File: config.mk
export PLATFORM = sky130hd
export DESIGN_NAME = ro_meas_sequencer
export DESIGN_NICKNAME = d
export VERILOG_FILES = /design/src/rtl/ro_meas_sequencer.sv
export SDC_FILE = /design/constraint.sdc
export NUM_CORES = 1
export LEC_CHECK = 0
export CAP_MARGIN = 10
export CORE_MARGIN = 5
export CORE_UTILIZATION = 58
export CTS_CLUSTER_SIZE = 8
export DETAILED_ROUTE_END_ITERATION = 6
export PLACE_DENSITY = 0.94
export REMOVE_ABC_BUFFERS = 1
export SYNTH_ARGS = -nofsm -noshare
export SYNTH_HDL_FRONTEND = slang
export SYNTH_SLANG_ARGS = --single-unit
File: constraint.sdc
create_clock -name i_Clk -period 6.2 [get_ports i_Clk]
set_input_delay 1.24 -clock i_Clk [delete_from_list [all_inputs] [get_ports i_Clk]]
set_output_delay 1.24 -clock i_Clk [all_outputs]
set_load 0.005 [all_outputs]
File: src/rtl/ro_meas_sequencer.sv
// rtl/ro_meas_sequencer.sv - ring-oscillator measurement sequencer
// Time-shares one ripple event counter across N_CH oscillators, one window per masked channel.
module ro_meas_sequencer #(
  parameter int N_CH   = 4,
  parameter int WIN_W  = 16,
  parameter int SETTLE = 4,
  localparam int CH_W  = $clog2(N_CH)
) (
  input  logic              i_Clk,
  input  logic              i_Rst,
  input  logic              i_Start,
  input  logic [N_CH-1:0]   i_ChMask,
  input  logic [WIN_W-1:0]  i_Window,
  input  logic [15:0]       i_Cnt,
  input  logic              i_Ready,
  output logic [N_CH-1:0]   o_RoEn,
  output logic              o_CntEn,
  output logic              o_CntRstN,
  output logic              o_Busy,
  output logic              o_Valid,
  output logic [15:0]       o_Data,
  output logic [CH_W-1:0]   o_DataCh,
  output logic              o_Done
);

  typedef enum logic [2:0] {IDLE, CLR, RUN, SETTLE_ST, CAPT, HOLD, DONE} state_t;

  localparam logic [WIN_W-1:0] SETTLE_M1 = WIN_W'(SETTLE - 1);
  localparam logic [WIN_W-1:0] ONE       = WIN_W'(1);

  state_t            state;
  logic [N_CH-1:0]   mask_q;
  logic [WIN_W-1:0]  win_q;
  logic [WIN_W-1:0]  timer;
  logic [CH_W-1:0]   ch;
  logic [CH_W-1:0]   first_ch;
  logic [CH_W-1:0]   next_ch;
  logic              next_found;
  logic [WIN_W-1:0]  win_eff;

  assign win_eff = (i_Window == '0) ? ONE : i_Window;

  // Downward scan so the last hit is the lowest qualifying index.
  always_comb begin
    first_ch   = '0;
    next_ch    = '0;
    next_found = 1'b0;
    for (int i = N_CH - 1; i >= 0; i--) begin
      if (i_ChMask[i]) first_ch = CH_W'(i);
      if (mask_q[i] && (i > int'(ch))) begin
        next_ch    = CH_W'(i);
        next_found = 1'b1;
      end
    end
  end

  always_ff @(posedge i_Clk or negedge i_Rst) begin
    if (!i_Rst) begin
      state     <= IDLE;
      mask_q    <= '0;
      win_q     <= '0;
      timer     <= '0;
      ch        <= '0;
      o_RoEn    <= '0;
      o_CntEn   <= 1'b0;
      o_CntRstN <= 1'b0;
      o_Busy    <= 1'b0;
      o_Valid   <= 1'b0;
      o_Data    <= '0;
      o_DataCh  <= '0;
      o_Done    <= 1'b0;
    end else begin
      case (state)
        IDLE: begin
          o_RoEn    <= '0;
          o_CntEn   <= 1'b0;
          o_CntRstN <= 1'b0;
          o_Done    <= 1'b0;
          if (i_Start) begin
            mask_q <= i_ChMask;
            win_q  <= win_eff;
            o_Busy <= 1'b1;
            if (|i_ChMask) begin
              ch     <= first_ch;
              o_RoEn <= N_CH'(1) << first_ch;
              timer  <= ONE;
              state  <= CLR;
            end else begin
              state <= DONE;
            end
          end
        end
        CLR: begin
          if (timer == '0) begin
            o_CntRstN <= 1'b1;
            o_CntEn   <= 1'b1;
            timer     <= win_q - ONE;
            state     <= RUN;
          end else begin
            timer <= timer - ONE;
          end
        end
        RUN: begin
          if (timer == '0) begin
            o_CntEn <= 1'b0;
            o_RoEn  <= '0;
            timer   <= SETTLE_M1;
            state   <= SETTLE_ST;
          end else begin
            timer <= timer - ONE;
          end
        end
        SETTLE_ST: begin
          if (timer == '0) state <= CAPT;
          else             timer <= timer - ONE;
        end
        CAPT: begin
          // The counter reads one less than the true edge count.
          o_Data   <= i_Cnt + 16'd1;
          o_DataCh <= ch;
          o_Valid  <= 1'b1;
          state    <= HOLD;
        end
        HOLD: begin
          if (i_Ready) begin
            o_Valid   <= 1'b0;
            o_CntRstN <= 1'b0;
            if (next_found) begin
              ch     <= next_ch;
              o_RoEn <= N_CH'(1) << next_ch;
              timer  <= ONE;
              state  <= CLR;
            end else begin
              state <= DONE;
            end
          end
        end
        DONE: begin
          // First cycle raises o_Done, second drops it together with o_Busy.
          if (!o_Done) begin
            o_Done <= 1'b1;
          end else begin
            o_Done <= 1'b0;
            o_Busy <= 1'b0;
            state  <= IDLE;
          end
        end
        default: state <= IDLE;
      endcase
    end
  end

endmodule

==> summary.txt <==
Power
  – PwrDens: between 400 and 500 nW/um^2
  – Maximum vdd ir drop: 264 uV
  – Leak pwr: a little under 2 nW
  – Design Power: between 2 and 2.5 mW

Drt
  – Met1 WL: about 4.2 mm
  – DRC: 0
  – Starting DRT DRC Count: 340
  – Routed vias/inst: 6.29
  – Routed len/inst: 17.9 um
  – Met3 wire length: 855 um
  – Vias: 3655
  – DRT Wirelength: 10.4 mm
  – Top routing layer in use: met4
  – Drt pass-1 iters: 5
  – Met2 Routed Length: 5.07 mm
  – Detail Route Antenna Nets: 0

Global routing
  – Pin count of the biggest net entering global routing: 68
  – First-pass GRT wire length: between 15 and 20 mm
  – GRT overflow: 0
  – Vias in the first global route: 3741
  – Antenna violations before repair: 0
  – Total GRT Usage: 25.9%

Cells and area
  – Nets: between 500 and 600
  – # diodes: 0
  – Cell Count, Final, Fillers Out: 581
  – Share of cells above drive strength 1: a little over a tenth
  – Area growth syn-to-layout: 22.9%
  – Fill cell count: 411

CTS
  – CTS H-Tree Depth: 3
  – CTS tree: yes
  – Clk sinks: 67
  – Hold Buf Count CTS: 0
  – Cts repair resizes: 0
  – Root buffer cell: clkbuf_8
  – Reg clk slew, reported paths: 70 ps
  – # Post-CTS Setup Buffers: 0
  – Worst-skew pair later-pin latency: 340 ps
  – CTS Buf Count: 9
  – Clk buf depth: 2

STA
  – Sum Neg Setup Slack: 0 ps
  – Max Fclk: 304 MHz
  – Skew final: 8.82 ps
  – Slew Limit Fails: 0
  – RSZ-0062 raised after global routing: no
  – Fin crit period: about 3300 ps
  – Slew @ Worst Pin: 1050 ps
  – Setup-failing EPs final: 0
  – Final hold viol count: 0
  – Slew HR: 29.8%
  – Period utilisation layout: 53.0%

Synth
  – EDFF count, synth: 0
  – Yosys warning count: 0
  – Synth cell types: 53
  – Simple-Gate Fraction of Synth Area: 21.6%
  – Synthesized area per cell: 8.87 sq um
  – Compound-Gate Fraction of Synth Area: 17.1%
  – Post-synthesis sequential area ratio: between 40% and 50%
  – Fraction of registers with async set or reset after synthesis: 100%
  – Yosys reg bits: 67
  – Cell Area, Synth: 3890 sq um
  – Cells after Synth: 438
  – Ys flop type: dfrtp_1
  – Multiplexer area fraction after synthesis: 7.41%
  – Post-Synth XOR/XNOR Area: 6.31%
  – Largest family of logic cells by synthesized area: simple AND/OR/NAND/NOR gates
  – Adder-cell share of the synthesized area: less than 1%

Die
  – Die Y: 91.9 um
  – Die area: between 8000 and 9000 sq um
  – Core box area: 6420 sq um
  – I/O Pins: 67
  – Die extent in x: 91.9 um
  – Starting Density: 60.5%
  – Cell Rows: 29

Worst setup path
  – Crit end category: flop
  – Cell family with most CP delay: compound AO/OA/AOI/OAI gates
  – Critical Path Max Stage Delay: approximately 1000 ps
  – Max stage delay cell, worst path: o21ai_1
  – Critical path buffers and inverters: 1
  – Crit path kind: flop to flop
  – Crit path launch type: flop
  – CP cell instances: inv_1 > ha_1 > nor4b_2 > nand4_1 > o21ai_1 > nor2_1 > o21ai_1 > o21ai_1
  – Worst Path Arrival: 3470 ps
  – Critical path's most frequent cell: o21ai_1
  – Req. time, crit path: between 6000 and 7000 ps
  – Worst-path fanout max: 15

Run
  – Max Cap Viol: 0

Status
  – Status: complete, no violations

Placement
  – DP HPWL: approximately 7.3 mm
  – I/O Buffers: 66
  – Placer Congestion: ~0.89
  – Dpl cells: ~570

Min path
  – Worst min-delay path class: flop to flop
==> cells by family after synthesis <==
group	after synthesis
mux	26
simple gates	168
compound gates	115
xor+xnor	28
buf+inv	31
flops	67
fa+ha+maj	3
==> tightest hold or removal path, delay by kind of cell (launching register included) <==
kind	cells	cell delay, ps
DFF	1	350
AOI/OAI and AO/OA	1	60
and+or+nand+nor	1	50
==> cell usage after synthesis, types with 5 or more instances <==
cell type / instances / area (sq um)
nor3_1: 17 / 85.1
buf_2: 8 / 40.0
nand3_1: 9 / 45.0
a31oi_1: 8 / 50.1
nand2_1: 32 / 120
o21ai_0: 29 / 145
clkbuf_1: 7 / 26.3
inv_1: 13 / 48.8
nand4_1: 6 / 37.5
xnor2_1: 14 / 123
nor2b_1: 5 / 31.3
nor2_1: 59 / 221
nand2b_1: 7 / 43.8
nor4_1: 10 / 62.6
o21ai_1: 20 / 100
a21oi_1: 35 / 175
xor2_1: 14 / 123
dfrtp_1: 67 / 1680
mux2_2: 22 / 248
==> layer usage <==
| metal | vias to the layer above | track usage, % |
|---|---|---|
| li1 | 1694 | - |
| met2 | 185 | 42.1 |
| met5 | - | 0 |
| met3 | 31 | 7.36 |
| met1 | 1745 | 32.2 |
| met4 | 0 | 11.8 |
==> cell usage in the layout, fill, tap and decap left out, types with 2 or more instances in the layout <==
cell             synthesis  final
o21ai_1                 20     20
xor2_1                  14     14
or3_1                    3      3
clkbuf_8                 0     10
o21a_1                   2      2
and3_1                   4      4
buf_4                    0      2
nand3_1                  9      9
mux2i_1                  4      4
nand2_1                 32     32
nor3b_1                  2      2
nor4_1                  10     10
nor3_1                  17     17
o21ai_0                 29     29
a31oi_1                  8      8
xnor2_1                 14     14
nand4_1                  6      6
clkinv_2                 0      3
o22ai_1                  3      3
clkdlybuf4s50_1          0     65
nand3b_1                 4      4
ha_1                     3      3
a21oi_1                 35     35
nand2b_1                 7      7
nand4b_1                 2      2
dfrtp_1                 67     67
nor2b_1                  5      5
nor2_1                  59     58
a22oi_1                  4      4
mux2_2                  22     22
inv_1                   13     13
==> power by group <==
| group | switching (mW) | leakage [nW] | internal [mW] |
|---|---|---|---|
| logic | 0.572 | 1.02 | 0.514 |
| clock network | 0.169 | 0.102 | 0.193 |
| registers | 0.228 | 0.804 | 0.624 |
==> per-stage QoR <==
step                      worst slack [ps]  utilization [%]  cell area [sq um]  hold WS (ps)
final                                 2910             74.4               4780           492
after global routing                  2460             74.4               4780           542
after CTS                             2940             74.1               4760           495
after detailed placement              2920             71.2               4570           481
after global placement                2990             71.2               4570           466
after floorplan                       3540                -               3800           466
==> area by class of cell <==
class | instances | area (sq um) | area share [%]
flip-flops and latches | 67 | 1680 | 35.1
multi-input cells | 340 | 2080 | 43.5
inverters | 13 | 48.8 | 1.02
clock inverters | 5 | 53.8 | 1.13
repair buffers | 69 | 686 | 14.4
well taps | 77 | 96.3 | 2.02
clock buffers | 10 | 138 | 2.88
==> sequential cells by signal, indices dropped and copies added, names as in the netlist, 2 cells and up <==
name	cells
timer	16
mask_q	3
o_DataCh	2
o_Data	16
ch	2
o_RoEn	4
win_q	16
state	3
==> path summary, 6_finish.rpt <==
kind                            slack [ps]  cells past startpoint  startpoint   endpoint
worst max-delay path                  2910                      8    timer[0]  timer[12]
worst min-delay path                   490                      2   o_RoEn[2]  o_RoEn[2]
worst max register to register        2910                      8    timer[0]  timer[12]
worst min register to register         490                      2   o_RoEn[2]  o_RoEn[2]
max in group asynchronous             4560                      2       i_Rst   state[0]
min in group asynchronous             1080                      2       i_Rst     o_Busy
Power figures use the tool's default switching activity.
